<file path="config.mk">
export PLATFORM = sky130hd
export DESIGN_NAME = cache_control_nway
export DESIGN_NICKNAME = d
export VERILOG_FILES = /design/src/rtl/cache_types.sv /design/src/rtl/cache_plru.sv /design/src/rtl/cache_control_nway.sv
export SDC_FILE = /design/constraint.sdc
export NUM_CORES = 1
export LEC_CHECK = 0
export ABC_CLOCK_PERIOD_IN_PS = 2500
export CAP_MARGIN = 20
export CELL_PAD_IN_SITES_DETAIL_PLACEMENT = 1
export CELL_PAD_IN_SITES_GLOBAL_PLACEMENT = 2
export CORE_UTILIZATION = 17
export CTS_CLUSTER_SIZE = 24
export DETAILED_ROUTE_END_ITERATION = 8
export PLACE_DENSITY = 0.78
export SYNTH_ARGS = -nofsm -noshare
export SYNTH_HDL_FRONTEND = slang
export SYNTH_SLANG_ARGS = --single-unit
</file>
<file path="constraint.sdc">
create_clock -name clk -period 2.5 [get_ports clk]
set_input_delay 0.625 -clock clk [delete_from_list [all_inputs] [get_ports clk]]
set_output_delay 0.625 -clock clk [all_outputs]
set_load 0.1 [all_outputs]
</file>
<file path="src/rtl/cache_types.sv">
// Shared types for the N-way cache controller: datapath mux selects and FSM states.
package cache_types;

   typedef enum logic {
      D_CPU = 1'b0,
      D_LLC = 1'b1
   } datamux_t;

   typedef enum logic {
      P_CPU   = 1'b0,
      P_CACHE = 1'b1
   } pmadmux_t;

   typedef enum logic [1:0] {
      IDLE  = 2'd0,
      CMP   = 2'd1,
      EVICT = 2'd2,
      LOAD  = 2'd3
   } cache_nway_state_t;

endpackage

</file>
<file path="src/rtl/cache_plru.sv">
// Tree pseudo-LRU: next-state bits for an access and the victim the current bits point at.
// Node 0 is the root, children of node i are 2i+1/2i+2; a 0 bit points the victim left.
module cache_plru #(
   parameter  int WAYS   = 4,
   localparam int WAY_W  = $clog2(WAYS),
   localparam int PLRU_W = WAYS - 1
) (
   input  logic [PLRU_W-1:0] plru_in,
   input  logic [WAY_W-1:0]  access_way,
   output logic [PLRU_W-1:0] plru_next,
   output logic [WAY_W-1:0]  victim_way
);

   // Walk root to leaf; the way index MSB picks the branch at the root.
   always_comb begin
      int                node;
      logic [WAY_W-1:0]  way_shift;
      logic [PLRU_W-1:0] bit_mask;
      plru_next = plru_in;
      node      = 0;
      for (int l = WAY_W - 1; l >= 0; l--) begin
         way_shift = access_way >> l;
         bit_mask  = PLRU_W'(1) << node;
         plru_next = way_shift[0] ? (plru_next & ~bit_mask) : (plru_next | bit_mask);
         node      = 2 * node + 1 + (way_shift[0] ? 1 : 0);
      end
   end

   always_comb begin
      int                node;
      logic [PLRU_W-1:0] p_shift;
      victim_way = '0;
      node       = 0;
      for (int l = 0; l < WAY_W; l++) begin
         p_shift    = plru_in >> node;
         victim_way = (victim_way << 1) | WAY_W'(p_shift[0]);
         node       = 2 * node + 1 + (p_shift[0] ? 1 : 0);
      end
   end

endmodule

</file>
<file path="src/rtl/cache_control_nway.sv">
// Control FSM for an N-way write-back, write-allocate cache with tree-PLRU replacement.
// Handshake: mem_read/mem_write are held by the CPU until the one-cycle mem_resp; pmem_read/pmem_write are held until pmem_resp.
module cache_control_nway
   import cache_types::*;
#(
   parameter  int WAYS   = 4,
   localparam int WAY_W  = $clog2(WAYS),
   localparam int PLRU_W = WAYS - 1
) (
   input  logic              clk,
   input  logic              rst,
   input  logic              mem_read,
   input  logic              mem_write,
   output logic              mem_resp,
   output logic              pmem_read,
   output logic              pmem_write,
   input  logic              pmem_resp,
   input  logic [WAYS-1:0]   hit_way,
   input  logic [WAYS-1:0]   valid_way,
   input  logic [WAYS-1:0]   dirty_way,
   input  logic [PLRU_W-1:0] plru_in,
   output logic [PLRU_W-1:0] plru_out,
   output logic              ld_plru,
   output logic [WAYS-1:0]   ld_valid,
   output logic [WAYS-1:0]   ld_dirty,
   output logic [WAYS-1:0]   ld_tag,
   output logic [WAYS-1:0]   ld_data,
   output logic              dirty_val,
   output datamux_t          datamux,
   output pmadmux_t          pmadmux,
   output logic [WAY_W-1:0]  way_sel,
   output logic              perf_start,
   output logic              perf_end,
   output logic              perf_miss,
   output logic              perf_wb,
   output cache_nway_state_t state_dbg
);

   cache_nway_state_t state_q;
   logic [WAY_W-1:0]  victim_q;
   logic [WAY_W-1:0]  hit_idx, inv_idx, plru_victim, miss_victim, access_way;
   logic [WAYS-1:0]   hit_oh, victim_oh;
   logic [PLRU_W-1:0] plru_next;

   // Lowest index wins for both multi-hit and invalid-way-first allocation.
   always_comb begin
      hit_idx = '0;
      inv_idx = '0;
      for (int i = WAYS - 1; i >= 0; i--) begin
         if (hit_way[i])    hit_idx = WAY_W'(i);
         if (!valid_way[i]) inv_idx = WAY_W'(i);
      end
   end

   assign miss_victim = (&valid_way) ? plru_victim : inv_idx;
   assign access_way  = (state_q == CMP) ? hit_idx : victim_q;
   assign hit_oh      = WAYS'(1) << hit_idx;
   assign victim_oh   = WAYS'(1) << victim_q;
   assign state_dbg   = state_q;

   cache_plru #(.WAYS(WAYS)) u_plru (
      .plru_in    (plru_in),
      .access_way (access_way),
      .plru_next  (plru_next),
      .victim_way (plru_victim)
   );

   always_ff @(posedge clk) begin
      if (rst) begin
         state_q  <= IDLE;
         victim_q <= '0;
      end else begin
         unique case (state_q)
            IDLE:  if (mem_read || mem_write) state_q <= CMP;
            CMP: begin
               if (|hit_way) begin
                  state_q <= IDLE;
               end else begin
                  victim_q <= miss_victim;
                  state_q  <= (valid_way[miss_victim] && dirty_way[miss_victim]) ? EVICT : LOAD;
               end
            end
            EVICT: if (pmem_resp) state_q <= LOAD;
            LOAD:  if (pmem_resp) state_q <= CMP;
            default: state_q <= IDLE;
         endcase
      end
   end

   always_comb begin
      mem_resp   = 1'b0;
      pmem_read  = 1'b0;
      pmem_write = 1'b0;
      plru_out   = '0;
      ld_plru    = 1'b0;
      ld_valid   = '0;
      ld_dirty   = '0;
      ld_tag     = '0;
      ld_data    = '0;
      dirty_val  = 1'b0;
      datamux    = D_CPU;
      pmadmux    = P_CPU;
      way_sel    = '0;
      perf_start = 1'b0;
      perf_end   = 1'b0;
      perf_miss  = 1'b0;
      perf_wb    = 1'b0;
      if (!rst) begin
         unique case (state_q)
            IDLE: perf_start = mem_read | mem_write;
            CMP: begin
               way_sel = hit_idx;
               if (|hit_way) begin
                  mem_resp = 1'b1;
                  perf_end = 1'b1;
                  ld_plru  = 1'b1;
                  plru_out = plru_next;
                  // Read+write together is handled as a write.
                  if (mem_write) begin
                     ld_data   = hit_oh;
                     ld_dirty  = hit_oh;
                     dirty_val = 1'b1;
                  end
               end else begin
                  perf_miss = 1'b1;
               end
            end
            EVICT: begin
               way_sel    = victim_q;
               pmadmux    = P_CACHE;
               pmem_write = 1'b1;
               perf_wb    = pmem_resp;
            end
            LOAD: begin
               way_sel   = victim_q;
               pmem_read = 1'b1;
               datamux   = D_LLC;
               if (pmem_resp) begin
                  ld_tag   = victim_oh;
                  ld_valid = victim_oh;
                  ld_data  = victim_oh;
                  ld_dirty = victim_oh;
               end
            end
            default: ;
         endcase
      end
   end

   a_single_hit: assert property (@(posedge clk) disable iff (rst) (state_q == CMP) |-> $onehot0(hit_way));

endmodule
</file>
==> metrics.md, run 1 <==
| Metric | Value |
|---|---|
| Initial antenna violation count | 0 |
| Syn_nets | 138 |
| Worst setup EP type | output pin |
| Pre-Repair DR Iteration Count | 4 |
| CTS max path bufs | 2 |
| Min Hold Slack | 0.653 ns |
| Fillers | 488 |
| Type of origin of the critical path | flop |
| Worst Skew | 0.00583 ns |
| Drt drc | 0 |
| Core area | 4380 um2 |
| Dpl cell area | 1970 um2 |
| Met2 Usage GRT | 28.3% |
| Number of max-cap violations | 0 |
| Met3 usage | 3.34% |
| Top cells by count, synth | 19 x nor2_1, 14 x buf_4, 8 x inv_1, 7 x nand2_1 |
| Post-route ant nets | 0 |
| Fmax | 0.413 GHz |
| Hold-fix buffers, CTS | 0 |
| Worst Tran Pin Value | 0.625 ns |
| Worst vdd ir | 0.349 mV |
| Leakage | 0.820 nW |
| Seq/Total Area, Yosys | 10.3% |
| Synth area leader | buf_4 |
| Footprint of the multi-input gates | 812 um2 |
| Post-DP HPWL | 2.78 mm |
| H-tree levels | 1 |
| PortBufs | 53 |
| Share of layout cells above drive strength 1 | 61.3% |
| Post-synth top flop | dfxtp_1 |
| Gr busiest metal | met2 |
| Post-DR vias/cell | 4.55 |
| RSZ-0062 raised after global routing | true |
| Crit path DAT | 1.80 ns |
| TritonCTS Buffers | 3 |
| Root buffer cell | clkbuf_8 |
| # setup viols final | 0 |
| Hold Crit Class | reg2reg |
| Final Cycle Share | 96.9% |
| FF+latch count, synth | 4 |
| Worst slack, placed | -0.328 ns |
| Synth Area per Inst | 6.91 um2 |
| Wirelength per Cell | 14.7 um |
| P per Cell Area | 255 nW/um2 |
| Synth top area share | 13.5% |
| Clk sinks | 4 |
| Slew Limit Fails | 0 |
| Post-synth EDFFs | 0 |
| Crit path max fanout | 4 |
| Initial DRC count | 17 |
| Area Growth Syn to Fin | 170% |
| CP required | 1.88 ns |
| DIE HEIGHT | 69.8 um |
| Tmin final | 2.42 ns |
| Fin area | 2100 um2 |
| Cell Rows | 24 |
| Fin. Hold Viols | 0 |
| Fin worst setup slack | 0.0774 ns |
| Wire length of the first global-routing pass | 5.86 mm |
| # nets final | 207 |
| Total track usage | 14.8% |
| Clk_lat worst skew | 0.22 ns |
| Largest net degree at the start of global routing | 10 |
| Synth top area cells | buf_4 13%, dfxtp_1 10%, nor2_1 9.1% |
| Slew margin rel. | 58.3% |
| Vias in the first global route | 1167 |
| Status | finished, final reports clean |
| Overall routed net length | 3.42 mm |
| CTS tree | yes |
| Core Util, Final | 48.0% |
| Register area | 87.6 um2 |
| IO Pins | 54 |
| Ant diodes | 0 |
| Worst Path Class, Setup | reg2out |
| M1 GR Usage | 17.2% |
| Full die area | 4870 um2 |
| Final TNS setup | 0 ns |
| Vias | 1059 |
| Async SR Flop Fraction | 0% |
| Initial Util | 17.8% |
| Synth warnings | 0 |
| Cell variety after synth | 35 |
| Reg clk slew, reported paths | 0.04 ns |
| Most common cell in the netlist | nor2_1 |
| Die Wd | 69.8 um |
| Gate Count Post-Synth | 113 |
| Final Wtd Congestion | 0.806 |
| Global route total overflow | 0 |
| Mapped Area | 781 um2 |
flip-flops by register name (all words and copies together), names as in the netlist:
signal / flops
state_dbg: 2
victim_q: 2
power breakdown:
| group | switching (W) | internal [W] |
|---|---|---|
| sequential | 0.00000598 | 0.0000660 |
| clock | 0.0000365 | 0.000109 |
| combinational | 0.000187 | 0.000133 |
metal layers:
| layer | vias to the layer above | part of all wire, % |
|---|---|---|
| met5 | - | 0 |
| met4 | 0 | 0 |
| met3 | 0 | 4.7 |
| met2 | 29 | 55 |
| met1 | 502 | 40 |
| li1 | 528 | - |
worst max-delay path, cell delays in order (launching register included):
cell and delay [ns]:
dfxtp_4 0.34, inv_4 0.06, ha_4 0.13, or3b_4 0.42, nor2_4 0.12, a32oi_2 0.12, nor2_4 0.18, buf_12 0.19
final cells by class:
class,count,area share (%)
clock buffer,4,2.14
sequential,4,4.16
multi-input combinational,86,38.6
inverter,8,1.72
tap,52,3.09
timing repair buffer,79,50.3
per-stage QoR:
step	total power, W	std cells
after detailed placement	0.000375	224
final	0.000538	233
after floorplan	0.000252	113
after global placement	0.000369	224
after global routing	0.000566	233
after CTS	0.000532	230
cell families (layout without fill, tap and decap cells):
group	after synthesis	after routing	share of synthesized area (%)
AOI/OAI and AO/OA	25	25	24.7
adders and majority gates	5	5	8.01
buffers and inverters	23	91	17.8
DFF	4	4	10.3
muxes	3	3	4.01
and+or+nand+nor	53	53	35.3
path summary, 6_finish.rpt:
path | startpoint | endpoint | slack, ns | depth (start not counted)
hold / removal | state_dbg[1] | state_dbg[1] | 0.65 | 3
setup reg to reg | state_dbg[1] | victim_q[1] | 0.54 | 8
hold reg to reg | state_dbg[1] | state_dbg[1] | 0.65 | 3
setup / recovery | state_dbg[1] | ld_data[2] | 0.08 | 7
placed cells by master (no fill, tap or decap), types with 4 or more instances in the layout:
cell type	instances
inv_1	5
buf_2	4
clkdlybuf4s50_1	12
buf_4	24
nand2_1	5
nor2_1	11
buf_12	35
nor2_2	5
what timing repair did:
action | in CTS | in global routing
gates resized for setup | 35 | 1
buffers inserted | 2 | 3
gates cloned | 0 | 0
setup endpoints to repair | 28 | 6
pin swaps | 11 | 5
(Power assumes the default switching activity.)
==> run 2, diff against run 1 <==
Settings changed: HOLD_SLACK_MARGIN set to 0.03.
==> results of run 2 <==
Final layout, timing and power as in run 1 (identical DEF).
